**src/rtl/pico_int_ctrl.sv**
```systemverilog
// Four-source interrupt controller for a KCPSM3 core: per-source pending/overrun
// cells, a small register block on the port bus, and an IDLE/ASSERT/SERVICE handshake.
module pico_int_src (
  input  logic clk,
  input  logic reset,
  input  logic tick,
  input  logic clr,
  input  logic ovr_clr,
  output logic pend,
  output logic ovr
);
  // A tick always wins over a same-cycle clear, for both pend and ovr.
  always_ff @(posedge clk or negedge reset) begin
    if (!reset) begin
      pend <= 1'b0;
      ovr  <= 1'b0;
    end else begin
      pend <= (pend & ~clr) | tick;
      ovr  <= (ovr & ~ovr_clr) | (tick & pend);
    end
  end
endmodule

module pico_int_ctrl #(
  parameter logic [7:0] BASE = 8'h10
) (
  input  logic       clk,
  input  logic       reset,
  input  logic [3:0] src_tick,
  input  logic [7:0] port_id,
  input  logic       write_strobe,
  input  logic [7:0] out_port,
  input  logic       read_strobe,
  output logic [7:0] rd_data,
  output logic       rd_hit,
  output logic       interrupt,
  input  logic       interrupt_ack
);
  localparam int NUM_SRC = 4;

  typedef enum logic [1:0] {S_IDLE, S_ASSERT, S_SERVICE} state_t;

  state_t               state, state_n;
  logic [NUM_SRC-1:0]   pend, ovr, mask, qual;
  logic [NUM_SRC-1:0]   pend_clr, ack_clr;
  logic [2:0]           id, id_n;
  logic [2:0]           off;
  logic                 wr, rd, req, svc, ack_take, ovr_rd, eoi;

  assign rd_hit = (port_id[7:3] == BASE[7:3]);
  assign off    = port_id[2:0];
  assign wr     = write_strobe & rd_hit;
  assign rd     = read_strobe & rd_hit;
  assign qual   = pend & mask;
  assign req    = |qual;
  assign svc    = (state == S_SERVICE);
  assign ovr_rd = rd && (off == 3'd4);
  assign eoi    = wr && (off == 3'd3);
  assign ack_take = (state == S_ASSERT) && interrupt_ack;

  // Lowest qualifying index wins; 3'b100 flags a spurious acknowledge.
  always_comb begin
    id_n    = 3'b100;
    ack_clr = '0;
    for (int i = NUM_SRC - 1; i >= 0; i--) begin
      if (qual[i]) begin
        id_n    = 3'(i);
        ack_clr = NUM_SRC'(1) << i;
      end
    end
  end

  assign pend_clr = ((wr && off == 3'd0) ? out_port[3:0] : '0) |
                    (ack_take ? ack_clr : '0);

  for (genvar g = 0; g < NUM_SRC; g++) begin : g_src
    pico_int_src u_src (
      .clk     (clk),
      .reset   (reset),
      .tick    (src_tick[g]),
      .clr     (pend_clr[g]),
      .ovr_clr (ovr_rd),
      .pend    (pend[g]),
      .ovr     (ovr[g])
    );
  end

  always_comb begin
    state_n = state;
    case (state)
      S_IDLE:    if (req)           state_n = S_ASSERT;
      S_ASSERT:  if (interrupt_ack) state_n = S_SERVICE;
      S_SERVICE: if (eoi)           state_n = S_IDLE;
      default:                      state_n = S_IDLE;
    endcase
  end

  always_ff @(posedge clk or negedge reset) begin
    if (!reset) begin
      state     <= S_IDLE;
      interrupt <= 1'b0;
      mask      <= '0;
      id        <= '0;
    end else begin
      state     <= state_n;
      interrupt <= (state_n == S_ASSERT);
      if (wr && off == 3'd1) mask <= out_port[3:0];
      if (ack_take)          id   <= id_n;
    end
  end

  always_comb begin
    rd_data = 8'h00;
    if (rd_hit) begin
      case (off)
        3'd0:    rd_data = {4'b0, pend};
        3'd1:    rd_data = {4'b0, mask};
        3'd2:    rd_data = svc ? {1'b1, 4'b0, id} : 8'h00;
        3'd4:    rd_data = {4'b0, ovr};
        default: rd_data = 8'h00;
      endcase
    end
  end
endmodule

```
**config.mk**
```make
export PLATFORM = sky130hd
export DESIGN_NAME = pico_int_ctrl
export DESIGN_NICKNAME = d
export VERILOG_FILES = /design/src/rtl/pico_int_ctrl.sv
export SDC_FILE = /design/constraint.sdc
export NUM_CORES = 1
export LEC_CHECK = 0
export CORE_UTILIZATION = 48
export CTS_CLUSTER_DIAMETER = 80
export DETAILED_ROUTE_END_ITERATION = 8
export HOLD_SLACK_MARGIN = 0.06
export PLACE_DENSITY = 0.84
export SYNTH_ARGS = -nofsm -noshare
export SYNTH_HDL_FRONTEND = slang
export SYNTH_SLANG_ARGS = --single-unit
```
**constraint.sdc**
```tcl
create_clock -name clk -period 3.88 [get_ports clk]
set_clock_uncertainty 0.2 [all_clocks]
set_input_delay 0.582 -clock clk [delete_from_list [all_inputs] [get_ports clk]]
set_output_delay 0.582 -clock clk [all_outputs]
set_load 0.03 [all_outputs]
```
# [After elaboration in Yosys (flattened, before gate mapping)]
# Cells that the tools add are included.
[totals] inputBits=25 n_memories=0 latch_bits=0 mem_bits_rw=0 reg_bits=18 output_inout_bits=10 wordCells=74 romBits=0
[op_classes] eq_ne=8 add_sub_neg=0 mul=0 bitwise_logic=29 n_lt_le_gt_ge=0 shifts=0 mux=17 n_reduce_logical=8 n_div=0
[op_table] cell="one-hot mux 8 bit (4 select lines)" count=1
[op_table] cell="2-to-1 mux 4 bit" count=6
[op_table] cell="2-to-1 mux 8 bit" count=2
[op_table] cell="AND 1 bit" count=14
[op_table] cell="2-to-1 mux 3 bit" count=4
[op_table] cell="bitwise OR 1 bit" count=8
[op_table] cell="== test 3 x 2 -> 1 bit, second input constant" count=2
[op_table] cell="2-to-1 mux 2 bit" count=3
[op_table] cell="one-hot mux 2 bit (3 select lines)" count=1
[op_table] cell="== test 5 x 2 -> 1 bit, second input constant" count=1
[op_table] cell="logical AND 1 bit" count=5
[op_table] cell="NOT 1 bit" count=5
[op_table] cell="AND 4 bit" count=1
[op_table] cell="== test 2 x 1 -> 1 bit, second input constant" count=2
[op_table] cell="bitwise OR 4 bit" count=1
[op_table] cell="OR reduction 4 bit" count=1
[op_table] cell="== test 3 x 1 -> 1 bit, second input constant" count=1
[op_table] cell="== test 3 bit, second input constant" count=1
[op_table] cell="zero test 3 bit" count=1
[op_table] cell="== test 2 bit, second input constant" count=1
[op_table] cell="zero test 2 bit" count=1

# [Longest topological paths before layout]
# Gate-level depths: netlist of run 1.
[logic_depth] depth_word=10 ltp_mapped=5 mapped_depth_nobuf=4

# [Modules after synthesis]
# Synthesis of run 1 repeated with hierarchy kept, for this count alone.
[unflattened] cells_unflattened=107 hier_area_um2=1041.0
[modules_own_cells] module="pico_int_ctrl" instances=1 seq_area_each_um2=250.2 cells_per_inst=79 area_each_um2=745.7
[modules_own_cells] module="pico_int_src" instances=4 seq_area_each_um2=50.0 cells_per_inst=7 area_each_um2=73.8

# [Worst setup path after synthesis of run 1]
# OpenSTA, ideal clock, no wires.
[synth_timing] kind="input -> output" from="input port_id[3]" to="output rd_data[0]" t_arrival_ps=2627 path_slack_ps=471 n_path_buf=0 path_stages=4 required_time_ps=3098 cell_sequence="or4b_4 > nor2_1 > o21a_1 > a21boi_0"
[synth_via] elab_chain_len=2
[synth_lines] item="start, declared" line="30" rtl="input logic [7:0] port_id,"
[synth_lines] item="== test 5 x 2 -> 1 bit" line="50" rtl="assign rd_hit = (port_id[7:3] == BASE[7:3]);"
[synth_lines] item="via rd_hit" line="35" rtl="output logic rd_hit,"
[synth_lines] item="2-to-1 mux 8 bit" line="114" rtl="if (rd_hit) begin"
[synth_lines] item="end, declared" line="34" rtl="output logic [7:0] rd_data,"
# The timed path passes the listed nets, and every way through them passes these cells.

# [Worst setup path after layout of run 1]
[layout_timing] from="input port_id[3]" to="output rd_data[1]"
[layout_via] elab_chain_len=2
[layout_lines] item="== test 5 x 2 -> 1 bit" line="50"
[layout_lines] item="2-to-1 mux 8 bit" line="114"
# Every way passes these cells.

==> impl_metrics.json, run 1 <==
{
  "dpl.cell_count": 154,
  "cts_tree": "yes",
  "post-route-min-period_ns": 3.59,
  "grt_max_degree": 19,
  "die-area_um2": 2320,
  "synthCells": 103,
  "p_per_area_nw_per_um2": 347,
  "finalWeightedCongestion": 0.790,
  "grt_overflow_total": 0,
  "viasPerCell": 5.63,
  "first_iter_violations": 35,
  "clock-sinks": 18,
  "cts_resized": 0,
  "clk_latency_ns": 0.31,
  "finalHoldViolCount": 0,
  "drc_errors": 0,
  "netlist_area_um2": 1020,
  "path_max_fanout": 3,
  "final_area_um2": 1340,
  "ys_warn_count": 0,
  "drive_gt1_share_pct": 16.8,
  "fmax_ghz": 0.278,
  "wirelength_mm": 2.28,
  "die_h_um": 48.2,
  "drt-pass1-iter-count": 4,
  "grt_antenna_before_repair": 0,
  "synth_area_leaders": "dfrtp_1 (44%), mux2_2 (7.7%), nand2_1 (5.9%)",
  "place_area_um2": 1310,
  "outcome": "completed",
  "yosys.area.top_type": "dfrtp_1",
  "grt_pass1_vias": 782,
  "min_path_type": "flip-flop to flip-flop",
  "finalCritPeriodShare_pct": 92.6,
  "cts.reportedPaths.clkPinSlew_ns": 0.09,
  "ant_nets": 0,
  "finalSetupViolations": 0,
  "setup.worst_path.start_class": "primary input",
  "worstMarginPinSlew_ns": 0.783,
  "fin_cells": 158,
  "die_x_um": 48.2,
  "power.leakage_nw": 0.498,
  "synth_top_area_share_pct": 44.0,
  "synth.yosys.seq_area_share_pct": 44.0,
  "slew_headroom_pct": 47.6,
  "fillers": 151,
  "ir_drop_uv": 275,
  "arrival_ns": 2.81,
  "cts-buffers-inserted": 3,
  "pin_count": 35,
  "syn_area_per_cell_um2": 9.94,
  "root_buffer": "clkbuf_4",
  "layout.nets": 157,
  "ys_ff_latch": 18,
  "maxCapViolCount": 0,
  "dp_hpwl_mm": 1.73,
  "rsz0062_at_grt": "no",
  "areaGrowthSynthToFinish_pct": 31.3,
  "start_util_pct": 51.6,
  "synth.distinct_cells": 33,
  "track_usage_pct": 23.2,
  "h-tree-depth": 1,
  "critPathCaptureType": "primary output",
  "tns_ns": 0,
  "core_um2": 1980,
  "vias": 890,
  "grt_pass1_wl_mm": 3.56,
  "worstSetupPathType": "primary input to primary output",
  "maxSlewViolCount": 0,
  "diodes": 0,
  "rows": 16,
  "required_ns": 3.10,
  "post_drt_wl_per_cell_um": 14.4,
  "numPortBuffers": 27,
  "clk_path_buf_depth": 2,
  "cts_hold_buffers": 0,
  "postCtsSetupBuffers": 0
}
## final timing paths
check                                   startpoint                            end  slack, ns  depth (start not counted)
worst max register to register  state[0]$_DFF_PN0_  g_src[3].u_src.pend$_DFF_PN0_       2.34                          4
worst min register to register   id[0]$_DFFE_PN0P_              id[0]$_DFFE_PN0P_       0.29                          2
worst min-delay path             id[0]$_DFFE_PN0P_              id[0]$_DFFE_PN0P_       0.29                          2
max in group asynchronous                    reset            interrupt$_DFF_PN0_       2.46                          1
min in group asynchronous                    reset  g_src[2].u_src.pend$_DFF_PN0_       0.52                          1
worst max-delay path                    port_id[3]                     rd_data[1]       0.29                          6
## kinds of logic (layout without fill, tap and decap cells)
group | Yosys count | count (layout) | synth area share, %
mux | 8 | 8 | 8.68
simple gates | 41 | 41 | 23.7
flops | 18 | 18 | 44.0
other cells | 1 | 3 | 0.366
buf+inv | 6 | 32 | 3.42
compound gates | 29 | 29 | 19.8
## through the flow
step                      setup WS, ns  total power [mW]  utilization, %  hold WS (ns)
after global routing             0.175             0.495            67.8         0.332
after global placement           0.346             0.345            66.0         0.270
final                            0.288             0.466            67.8         0.290
after floorplan                  0.471             0.301               -        0.0864
after CTS                        0.284             0.469            67.8         0.298
after detailed placement         0.285             0.351            66.0         0.275
## layout by cell type, fill, tap and decap left out
master	instances
nand3b_1	1
a21boi_0	3
or4b_4	1
nand4b_1	1
a21o_1	1
clkdlybuf4s50_1	27
nor3_4	1
nor4_4	1
nor2_1	5
a32o_1	1
or2_2	1
clkbuf_8	1
nor2b_1	1
clkbuf_4	3
a211oi_1	2
nand2b_1	3
a22oi_1	2
a21oi_1	4
a22o_1	4
o21a_1	1
mux2_2	7
buf_4	1
mux2i_1	1
conb_1	3
nand4_1	4
and2_2	1
nand3_1	3
and4_1	1
nand2_1	16
o21ai_0	7
dfrtp_1	18
a31o_2	4
or3b_2	1
## critical path, cell delays in order
cell and delay [ns]:
clkdlybuf4s50_1 0.41, or4b_4 0.59, nor2_1 0.15, o21a_1 0.17, a21boi_0 0.20, clkdlybuf4s50_1 0.70
## layer usage
layer  vias to the layer above  GRT usage [%]  wire length, um
li1                        436              -                -
met1                       394           30.8             1040
met2                        49           33.9             1010
met3                        11           7.04              161
met4                         0           12.2               70
met5                         -              0                0
## sequential cells by signal, indices dropped and copies added (netlist names)
| signal | cells |
|---|---|
| id | 3 |
| g_src.u_src.pend | 4 |
| interrupt | 1 |
| g_src.u_src.ovr | 4 |
| state | 2 |
| mask | 4 |
## cell usage after synthesis
| library cell | n |
|---|---|
| dfrtp_1 | 18 |
| nand2_1 | 16 |
| mux2_2 | 7 |
| o21ai_0 | 7 |
| nor2_1 | 5 |
| a21oi_1 | 4 |
| a22o_1 | 4 |
| a31o_2 | 4 |
| nand4_1 | 4 |
| a21boi_0 | 3 |
| buf_4 | 3 |
| nand2b_1 | 3 |
| nand3_1 | 3 |
| a211oi_1 | 2 |
| a22oi_1 | 2 |
| a21o_1 | 1 |
| a32o_1 | 1 |
| and2_2 | 1 |
| and4_1 | 1 |
| buf_1 | 1 |
| buf_2 | 1 |
| clkbuf_1 | 1 |
| conb_1 | 1 |
| mux2i_1 | 1 |
| nand3b_1 | 1 |
| nand4b_1 | 1 |
| nor2b_1 | 1 |
| nor3_4 | 1 |
| nor4_4 | 1 |
| o21a_1 | 1 |
| or2_2 | 1 |
| or3b_2 | 1 |
| or4b_4 | 1 |
## where the power goes
part           switching (mW)  internal [mW]
Sequential             0.0213          0.214
Combinational          0.0602         0.0512
Clock                  0.0611         0.0574
Total                   0.143          0.323
## final cells by class
type,count,area [um^2],area share [%]
flip-flops and latches,18,450,33.5
multi-input cells,81,546,40.6
repair buffers,28,278,20.7
clock buffers,4,36.3,2.70
well taps,27,33.8,2.51
Power figures use the tool's default switching activity.
==> run 2, diff against run 1 <==
- SKIP_CTS_REPAIR_TIMING: default -> 1
- TNS_END_PERCENT: default -> 50
==> results of run 2 <==
Same layout as run 1: the final DEF is identical, and so are final timing and power.
==> run 3, diff against run 2 <==
- SLEW_MARGIN: default -> 10
==> results of run 3 <==
Same layout as run 1: the final DEF is identical, and so are final timing and power.
